--- config.mk ---
export PLATFORM = sky130hd
export DESIGN_NAME = fifo_rd_ctrl_flat
export DESIGN_NICKNAME = d
export VERILOG_FILES = /design/src/rtl/ccd_pkg.sv /design/src/rtl/fifo_rd_ctrl_if.sv /design/src/rtl/sync_2ff.sv /design/src/rtl/fifo_rd_ctrl.sv /design/src/flat_wrapper.sv
export SDC_FILE = /design/constraint.sdc
export NUM_CORES = 1
export LEC_CHECK = 0
export CORE_MARGIN = 3
export CORE_UTILIZATION = 53
export CTS_BUF_LIST = sky130_fd_sc_hd__clkbuf_2 sky130_fd_sc_hd__clkbuf_4 sky130_fd_sc_hd__clkbuf_8
export CTS_CLUSTER_SIZE = 40
export DETAILED_ROUTE_END_ITERATION = 10
export PLACE_DENSITY = 0.91
export SYNTH_ARGS = -nofsm -noshare
export SYNTH_HDL_FRONTEND = slang
export SYNTH_SLANG_ARGS = --single-unit
--- constraint.sdc ---
create_clock -name CLK -period 5.41 [get_ports CLK]
set_input_delay 1.082 -clock CLK [delete_from_list [all_inputs] [get_ports CLK]]
set_output_delay 1.082 -clock CLK [all_outputs]
set_load 0.02 [all_outputs]
--- src/rtl/ccd_pkg.sv ---
`timescale 1ns/1ps
// Shared clock-domain-crossing FIFO types and Gray/binary helpers for the write and read controllers.
package ccd_pkg;

  localparam int CCD_ADDR_W = 8;
  localparam int CCD_DATA_W = 8;

  typedef logic [CCD_ADDR_W:0] ptr_t;

  function automatic ptr_t bin2gray(input ptr_t b);
    return (b >> 1) ^ b;
  endfunction

  function automatic ptr_t gray2bin(input ptr_t g);
    ptr_t b;
    b[CCD_ADDR_W] = g[CCD_ADDR_W];
    for (int i = CCD_ADDR_W - 1; i >= 0; i--) begin
      b[i] = b[i+1] ^ g[i];
    end
    return b;
  endfunction

endpackage

--- src/rtl/fifo_rd_ctrl_if.sv ---
`timescale 1ns/1ps
// Read-side FIFO bus: consumer request, write pointer in, memory read port and status flags out.
interface fifo_rd_ctrl_if
  import ccd_pkg::*;
#(
  parameter int ADDR_W = CCD_ADDR_W,
  parameter int DATA_W = CCD_DATA_W
);
  logic              RD_EN;
  logic [ADDR_W:0]   WPTR_GRAY;
  logic [DATA_W-1:0] MEM_RDATA;
  logic [ADDR_W-1:0] RADDR;
  logic [ADDR_W:0]   RPTR_GRAY;
  logic [DATA_W-1:0] RDATA;
  logic              RVALID;
  logic              EMPTY;
  logic              ALMOST_EMPTY;
  logic [ADDR_W:0]   RD_LEVEL;
  logic              UNDERFLOW;

  modport master (
    output RD_EN, WPTR_GRAY, MEM_RDATA,
    input  RADDR, RPTR_GRAY, RDATA, RVALID, EMPTY, ALMOST_EMPTY, RD_LEVEL, UNDERFLOW
  );

  modport slave (
    input  RD_EN, WPTR_GRAY, MEM_RDATA,
    output RADDR, RPTR_GRAY, RDATA, RVALID, EMPTY, ALMOST_EMPTY, RD_LEVEL, UNDERFLOW
  );
endinterface

--- src/rtl/sync_2ff.sv ---
`timescale 1ns/1ps
// Two-flop synchronizer for Gray pointers crossing into clk; 2-cycle latency, no backpressure.
module sync_2ff #(
  parameter int W = 9
) (
  input  logic         clk,
  input  logic         rst,
  input  logic [W-1:0] d,
  output logic [W-1:0] q
);
  logic [W-1:0] meta_d, meta_q;
  logic [W-1:0] sync_d, sync_q;

  always_comb begin
    meta_d = d;
    sync_d = meta_q;
  end

  always_ff @(posedge clk) begin
    if (rst) begin
      meta_q <= '0;
      sync_q <= '0;
    end else begin
      meta_q <= meta_d;
      sync_q <= sync_d;
    end
  end

  assign q = sync_q;
endmodule

--- src/rtl/fifo_rd_ctrl.sv ---
`timescale 1ns/1ps
// Async FIFO read controller; 1-cycle read data, empty deasserts 3 edges after a write. Reads while empty are dropped.
// Define FIFO_RD_UNDERFLOW_CHK_EN for the sticky UNDERFLOW flag and the level-range assertion.
module fifo_rd_ctrl
  import ccd_pkg::*;
#(
  parameter int ADDR_W    = CCD_ADDR_W,
  parameter int DATA_W    = CCD_DATA_W,
  parameter int AE_THRESH = 4
) (
  input logic           CLK,
  input logic           RST,
  fifo_rd_ctrl_if.slave bus
);
  typedef logic [ADDR_W:0] lptr_t;

  localparam lptr_t AE_LVL  = lptr_t'(AE_THRESH);
  localparam lptr_t MAX_LVL = lptr_t'(1) << ADDR_W;

  lptr_t             wg_s, wb;
  logic              acc;
  lptr_t             rbin_d, rbin_q;
  lptr_t             rptr_gray_d, rptr_gray_q;
  logic [DATA_W-1:0] rdata_d, rdata_q;
  logic              rvalid_d, rvalid_q;
  logic              empty_d, empty_q;
  logic              ae_d, ae_q;
  lptr_t             level_d, level_q;

  sync_2ff #(.W(ADDR_W + 1)) u_wptr_sync (
    .clk (CLK),
    .rst (RST),
    .d   (bus.WPTR_GRAY),
    .q   (wg_s)
  );

  assign wb = gray2bin(wg_s);

  // Flags are computed from the post-read pointer so empty asserts on the accept edge itself.
  always_comb begin
    acc         = bus.RD_EN & ~empty_q;
    rbin_d      = rbin_q;
    rptr_gray_d = rptr_gray_q;
    rdata_d     = rdata_q;
    rvalid_d    = 1'b0;
    if (acc) begin
      rbin_d      = rbin_q + lptr_t'(1);
      rptr_gray_d = bin2gray(rbin_d);
      rdata_d     = bus.MEM_RDATA;
      rvalid_d    = 1'b1;
    end
    level_d = wb - rbin_d;
    empty_d = (bin2gray(rbin_d) == wg_s);
    ae_d    = (level_d <= AE_LVL);
  end

  always_ff @(posedge CLK) begin
    if (RST) begin
      rbin_q      <= '0;
      rptr_gray_q <= '0;
      rdata_q     <= '0;
      rvalid_q    <= 1'b0;
      empty_q     <= 1'b1;
      ae_q        <= 1'b1;
      level_q     <= '0;
    end else begin
      rbin_q      <= rbin_d;
      rptr_gray_q <= rptr_gray_d;
      rdata_q     <= rdata_d;
      rvalid_q    <= rvalid_d;
      empty_q     <= empty_d;
      ae_q        <= ae_d;
      level_q     <= level_d;
    end
  end

  assign bus.RADDR        = rbin_q[ADDR_W-1:0];
  assign bus.RPTR_GRAY    = rptr_gray_q;
  assign bus.RDATA        = rdata_q;
  assign bus.RVALID       = rvalid_q;
  assign bus.EMPTY        = empty_q;
  assign bus.ALMOST_EMPTY = ae_q;
  assign bus.RD_LEVEL     = level_q;

`ifdef FIFO_RD_UNDERFLOW_CHK_EN
  logic underflow_d, underflow_q;

  always_comb begin
    underflow_d = underflow_q | (bus.RD_EN & empty_q);
  end

  always_ff @(posedge CLK) begin
    if (RST) underflow_q <= 1'b0;
    else     underflow_q <= underflow_d;
  end

  assign bus.UNDERFLOW = underflow_q;

  // A level beyond the FIFO depth can only come from a misbehaving writer.
  level_in_range_a: assert property (@(posedge CLK) disable iff (RST) level_q <= MAX_LVL);
`else
  assign bus.UNDERFLOW = 1'b0;
`endif
endmodule

--- src/flat_wrapper.sv ---
// flat-port wrapper written by rule: the top's interface ports become plain ports
module fifo_rd_ctrl_flat import ccd_pkg::*;
#(
  parameter int ADDR_W    = CCD_ADDR_W,
  parameter int DATA_W    = CCD_DATA_W,
  parameter int AE_THRESH = 4
)
  (CLK, RST, bus_RD_EN, bus_WPTR_GRAY, bus_MEM_RDATA, bus_RADDR, bus_RPTR_GRAY, bus_RDATA, bus_RVALID, bus_EMPTY, bus_ALMOST_EMPTY, bus_RD_LEVEL, bus_UNDERFLOW);
  fifo_rd_ctrl_if #(.ADDR_W(ADDR_W), .DATA_W(DATA_W)) bus_i ();
  input logic CLK;
  input logic RST;
  input wire logic [$bits(bus_i.RD_EN)-1:0] bus_RD_EN;
  input wire logic [$bits(bus_i.WPTR_GRAY)-1:0] bus_WPTR_GRAY;
  input wire logic [$bits(bus_i.MEM_RDATA)-1:0] bus_MEM_RDATA;
  output wire logic [$bits(bus_i.RADDR)-1:0] bus_RADDR;
  output wire logic [$bits(bus_i.RPTR_GRAY)-1:0] bus_RPTR_GRAY;
  output wire logic [$bits(bus_i.RDATA)-1:0] bus_RDATA;
  output wire logic [$bits(bus_i.RVALID)-1:0] bus_RVALID;
  output wire logic [$bits(bus_i.EMPTY)-1:0] bus_EMPTY;
  output wire logic [$bits(bus_i.ALMOST_EMPTY)-1:0] bus_ALMOST_EMPTY;
  output wire logic [$bits(bus_i.RD_LEVEL)-1:0] bus_RD_LEVEL;
  output wire logic [$bits(bus_i.UNDERFLOW)-1:0] bus_UNDERFLOW;
  assign bus_i.RD_EN = bus_RD_EN;
  assign bus_i.WPTR_GRAY = bus_WPTR_GRAY;
  assign bus_i.MEM_RDATA = bus_MEM_RDATA;
  assign bus_RADDR = bus_i.RADDR;
  assign bus_RPTR_GRAY = bus_i.RPTR_GRAY;
  assign bus_RDATA = bus_i.RDATA;
  assign bus_RVALID = bus_i.RVALID;
  assign bus_EMPTY = bus_i.EMPTY;
  assign bus_ALMOST_EMPTY = bus_i.ALMOST_EMPTY;
  assign bus_RD_LEVEL = bus_i.RD_LEVEL;
  assign bus_UNDERFLOW = bus_i.UNDERFLOW;
  fifo_rd_ctrl #(.ADDR_W(ADDR_W), .DATA_W(DATA_W), .AE_THRESH(AE_THRESH)) u_core (.CLK(CLK), .RST(RST), .bus(bus_i));
endmodule
==> Word-level counts from Yosys, hierarchy flattened <==
Index checks and enable logic that the tools add are counted.
Widths: inputs -> output; s select.
{ "word_totals": {"register_bits": 56, "in_bits": 20, "output_inout_bits": 38, "word_cells": 27} }
{ "op_classes": {"n_addsub": 2, "magnitude_cmp": 1, "eq_ne": 1, "muxes": 2, "bitwise": 12} }
{ "ops": {"columns": ["operator", "count"], "rows": [
  ["$xor 8x9->9", 2],
  ["$add 9x1->9 const B", 1],
  ["$eq 9x9->1", 1],
  ["$le 9x3->1 const B", 1],
  ["$mux 9", 1],
  ["$sub 9x9->9", 1],
  ["$xor 1x1->1", 8],
  ["$and 1x1->1", 1],
  ["$mux 1", 1],
  ["$not 1->1", 1]
]} }

==> Depth between registers and ports, before layout <==
{ "logic_depth": {"depth_word": 10, "ltp_mapped": 15, "ltp_nobuf": 15} }

==> Cells and area by module <==
A second synthesis with hierarchy kept.
{ "hier_totals": {"hier_cells": 323, "area_unflattened_um2": 2890.3} }
{ "by_module_without_submodules": {"columns": ["mod", "instances", "cells_each", "area_each_um2", "seq_area_each_um2"], "rows": [
  ["fifo_rd_ctrl", 1, 286, 2401.1, 760.7],
  ["sync_2ff", 1, 37, 489.2, 360.3]
]} }

==> Least setup slack after synthesis <==
OpenSTA, ideal clock, no wires.
{ "synth_path": {"path_type": "register -> register", "from": "register u_core.u_wptr_sync.sync_q[8] (netlist: u_core.u_wptr_sync.q[8])", "to": "register u_core.ae_q (netlist: u_core.bus.ALMOST_EMPTY)", "setup_ns": 0.116, "t_arrival_ns": 3.730, "required_ns": 5.294, "slack_ns": 1.564, "stages_incl_launch_ff": 16, "path_buffers": 0, "period_less_slack_ns": 3.846, "cell_sequence": "dfxtp_1 -> xor3_1 -> xnor2_2 -> xor2_2 -> xor2_2 -> xnor3_1 -> xnor2_1 -> ha_1 -> inv_1 -> fa_1 -> a21oi_1 -> o211ai_1 -> a31oi_1 -> xor3_1 -> o2111a_1 -> a41o_1"} }
{ "synth_between": {"elab_chain_len": 10} }
{ "synth_rtl": {"columns": ["item", "line", "rtl"], "rows": [
  ["start, declared", "sync_2ff.sv:12", "logic [W-1:0] sync_d, sync_q;"],
  ["start signal, assigned", "sync_2ff.sv:25", "sync_q <= sync_d;"],
  ["$xor 1x1->1 (8 in series)", "ccd_pkg.sv:18", "b[i] = b[i+1] ^ g[i];"],
  ["$sub 9x9->9 *", "fifo_rd_ctrl.sv:52", "level_d = wb - rbin_d;"],
  ["$le 9x3->1 *", "fifo_rd_ctrl.sv:54", "ae_d = (level_d <= AE_LVL);"],
  ["end signal, assigned", "fifo_rd_ctrl.sv:64", "ae_q <= 1'b1;"],
  ["end signal, assigned", "fifo_rd_ctrl.sv:72", "ae_q <= ae_d;"],
  ["end, declared", "fifo_rd_ctrl.sv:27", "logic ae_d, ae_q;"]
]} }
Mark *: on every way between the ends. The rest lies on a longest branch, timed or not.
A chain may end at the register's enable or synchronous reset.

==> Worst setup path after layout <==
Same ends and word-level chain as after synthesis.

==> flow_summary.toml <==
[logic_synthesis]
syn_area_um2 = 2740
yosysTopAreaCellShare_pct = 41.0
synth_area_leaders = "dfxtp_1 (41%), xnor2_1 (7.7%), nor2b_1 (5.7%)"
avgSynthCellArea_um2 = 9.25
yosys_warnings = 0
synthXorXnorAreaFrac_pct = 17.5
synth_top_family_by_area = "simple AND/OR/NAND/NOR gates"
ys_types = 46
async_flop_share_pct = 0
synth_mux_area_share_pct = 1.10
yosys_register_bits = 56
ys_seq_area_share_pct = 41.0
synth_top_cell_by_area = "dfxtp_1"
syn_inst = 296
synth_edf_count = 0
synthAdderAreaFrac_pct = 4.84
synth-main-ff-cell = "dfxtp_1"
synth_compound_area_share_pct = 10.9
synth_nets = 326
synthSimpleGateAreaFrac_pct = 19.0

[routing]
finalWirelength_mm = 5.36
routedWlPerCell_um = 13.3
drt_iter0_markers = 117
first_pass_iters = 4
postRouteAntennaNets = 0
viasPerCell = 5.05
drc = 0
vias = 2030

[timing]
grt_setup_unrepaired = "no"
min_period_over_period_pct = 79.5
setup_viol = 0
skew_ns = 0.00731
fmax_mhz = 233
fin_tns_setup_ns = 0
drv_slew = 0
max_slew.worst_pin.slew_ns = 0.953
relSlewSlack_pct = 36.5
fin_ws_ns = 1.11
timing.final.hold_violations = 0
period_needed_ns = 4.30

[final_layout]
fill_cells = 395
stdcell_count = 402
layout.nets = 364
drive_gt1_share_pct = 4.78
area_growth_pct = 22.3
antenna_cells = 0
postLayoutCellArea_um2 = 3350

[worst_hold_path]
hold_depth = 1
worstHoldEndpoint = "u_core.u_wptr_sync.q[7]"
hold_start = "u_core.u_wptr_sync.meta_q[7]"
hold_class = "flip-flop to flip-flop"

[power_and_ir_drop]
p_int_w = 0.000710
cellLeakagePower_nw = 1.27
ir_worst_vdd_uv = 192
power_frac_comb_pct = 31.1
pwr_density_cell_nw_per_um2 = 307
p_sw_share_pct = 30.8
switchingPower_w = 0.000317
power_frac_seq_pct = 45.4
clkPwrFrac_pct = 23.4

[critical_path]
cp_slowest_cell = "xor3_1"
critPathLaunch = "u_core.u_wptr_sync.q[8]"
crit_arrival_ns = 4.51
path_max_fanout = 5
critPathRequiredTime_ns = 5.62
r2r_cells = 15
end_kind = "flip-flop"
start_kind = "flip-flop"
critPathMaxStageDelay_ns = 0.52
r2r_setup_slack_ns = 1.11
path_cells = "xor3_1, xnor2_2, xor2_2, xor2_2, xnor3_1, xnor2_1, ha_1, inv_1, fa_1, a21oi_1, o211ai_1, a31oi_1, xor3_1, o2111a_1, a41o_1"
r2r_start = "u_core.u_wptr_sync.q[8]"
worstReg2RegEnd = "u_core.bus.ALMOST_EMPTY"
critical_path_class = "flip-flop to flip-flop"

[clocking]
holdBufCountCts = 0
cts_tree = "yes"
cts_root_buffer = "clkbuf_8"
clk_latency_ns = 0.31
cts-htree-levels = 2
cts_sinks = 56
cts_resized = 0
clk_pin_slew_worst_paths_ns = 0.10
cts_inserted_buffers = 5
cts_setup_buffers = 0
clock_path_buffers = 2

[place]
placed_cells = 394
io_buffers = 56
place_ws_ns = 0.812
place_area_um2 = 3250
gp_congestion = 0.815
dp_hpwl_mm = 3.96

[run]
maxCapViolCount = 0

[floorplanning]
die-area_um2 = 6060
die_w_um = 77.9
ios = 58
fp.dieH_um = 77.9
fp-row-count = 25
core_area_um2 = 4850
floorplan.initialDensity_pct = 56.5

[run_status]
run_status = "finished, final reports clean"

[global_routing]
grt_max_degree = 57
grtUsageTotal_pct = 18.6
grt_pass1_wl_mm = 9.09
grt_pass1_vias = 1952
grt_overflow_total = 0
antenna_found_initial = 0
## synthesized netlist by cell type, types with 2 or more instances
cell type,count
nand3_1,6
buf_1,4
a41o_1,2
o211ai_1,2
a31oi_1,2
clkbuf_1,10
xnor2_1,24
a21boi_0,2
o21ai_0,5
xor2_2,2
buf_2,3
nor3_1,2
mux2i_1,3
a211oi_1,6
dfxtp_1,56
xnor3_1,3
nand2_1,30
and2_1,2
inv_1,5
nand4_1,2
buf_4,9
ha_1,9
xor3_1,2
nor2_1,28
nand2b_1,5
o21a_1,2
a21oi_1,15
nor2b_1,25
xor2_1,12
o31a_1,2
## placed cells by master (no fill, tap or decap), drive strengths merged, types with 9 or more instances in the layout
| cell type | netlist | final |
|---|---|---|
| dfxtp | 56 | 56 |
| clkdlybuf4s50 | 0 | 55 |
| nand2 | 30 | 30 |
| nor2 | 28 | 28 |
| xnor2 | 25 | 25 |
| nor2b | 25 | 25 |
| a21oi | 15 | 15 |
| xor2 | 14 | 14 |
| ha | 9 | 9 |
## area by class of cell
type | instances | area (um^2) | area share, %
inverters | 5 | 18.8 | 0.561
repair buffers | 57 | 563 | 16.8
flip-flops and latches | 56 | 1120 | 33.5
clock inverters | 2 | 13.8 | 0.411
clock buffers | 6 | 82.6 | 2.47
multi-input cells | 209 | 1470 | 43.8
well taps | 67 | 83.8 | 2.50
## power groups by stage
stage / registers [W] / logic (W) / clock network [W]
final: 0.000467 / 0.000320 / 0.000240
after CTS: 0.000467 / 0.000322 / 0.000243
after detailed placement: 0.000477 / 0.000318 / 0
after global routing: 0.000472 / 0.000346 / 0.000261
after global placement: 0.000476 / 0.000311 / 0
after floorplan: 0.000510 / 0.000177 / 0
## through the flow
| step | hold slack [ns] | total power [W] | util, % |
|---|---|---|---|
| 2_1_floorplan | 0.414 | 0.000687 | - |
| 3_3_place_gp | 0.419 | 0.000786 | 67.1 |
| 3_5_place_dp | 0.424 | 0.000794 | 67.1 |
| 4_1_cts | 0.446 | 0.00103 | 69.1 |
| 5_1_grt | 0.464 | 0.00108 | 69.1 |
| 6_report | 0.444 | 0.00103 | 69.1 |
## logic make-up after synthesis
logic type	Yosys count
AND/OR/NAND/NOR	106
adder cells (fa/ha/maj)	10
multiplexers	3
flip-flops	56
AO/OA/AOI/OAI	45
buffers and inverters	31
other	1
XOR/XNOR	44
## registers in the layout, summed over array words and instances (netlist names)
signal	count
u_core.bus.ALMOST_EMPTY	1
u_core.bus.EMPTY	1
u_core.bus.RDATA	8
u_core.bus.RD_LEVEL	9
u_core.bus.RPTR_GRAY	9
u_core.bus.RVALID	1
u_core.rbin_q	9
u_core.u_wptr_sync.meta_q	9
u_core.u_wptr_sync.q	9
## worst max-delay path by stage
stage,to,slack [ns],cells after the start
2_1_floorplan,u_core.bus.ALMOST_EMPTY,1.56,15
3_3_place_gp,u_core.bus.ALMOST_EMPTY,1.04,12
3_5_place_dp,u_core.bus.ALMOST_EMPTY,0.81,12
4_1_cts,u_core.bus.ALMOST_EMPTY,1.10,15
5_1_grt,u_core.bus.ALMOST_EMPTY,0.82,15
6_report,u_core.bus.ALMOST_EMPTY,1.11,15
## layer usage
layer	vias to the layer above	part of all wire [%]	global-route usage, %
met2	56	51	32.8
li1	1041	-	-
met5	-	0	0
met4	0	1.1	5.34
met1	927	43	22.7
met3	6	5.2	4.18
## critical path: cells and delay by family (launching register included)
| family | cells | cell delay, ns |
|---|---|---|
| AOI/OAI and AO/OA | 5 | 1.00 |
| DFF | 1 | 0.45 |
| adders and majority gates | 2 | 0.59 |
| buffers and inverters | 1 | 0.06 |
| xor gates and xnor gates | 7 | 2.11 |
Power figures use the tool's default switching activity.
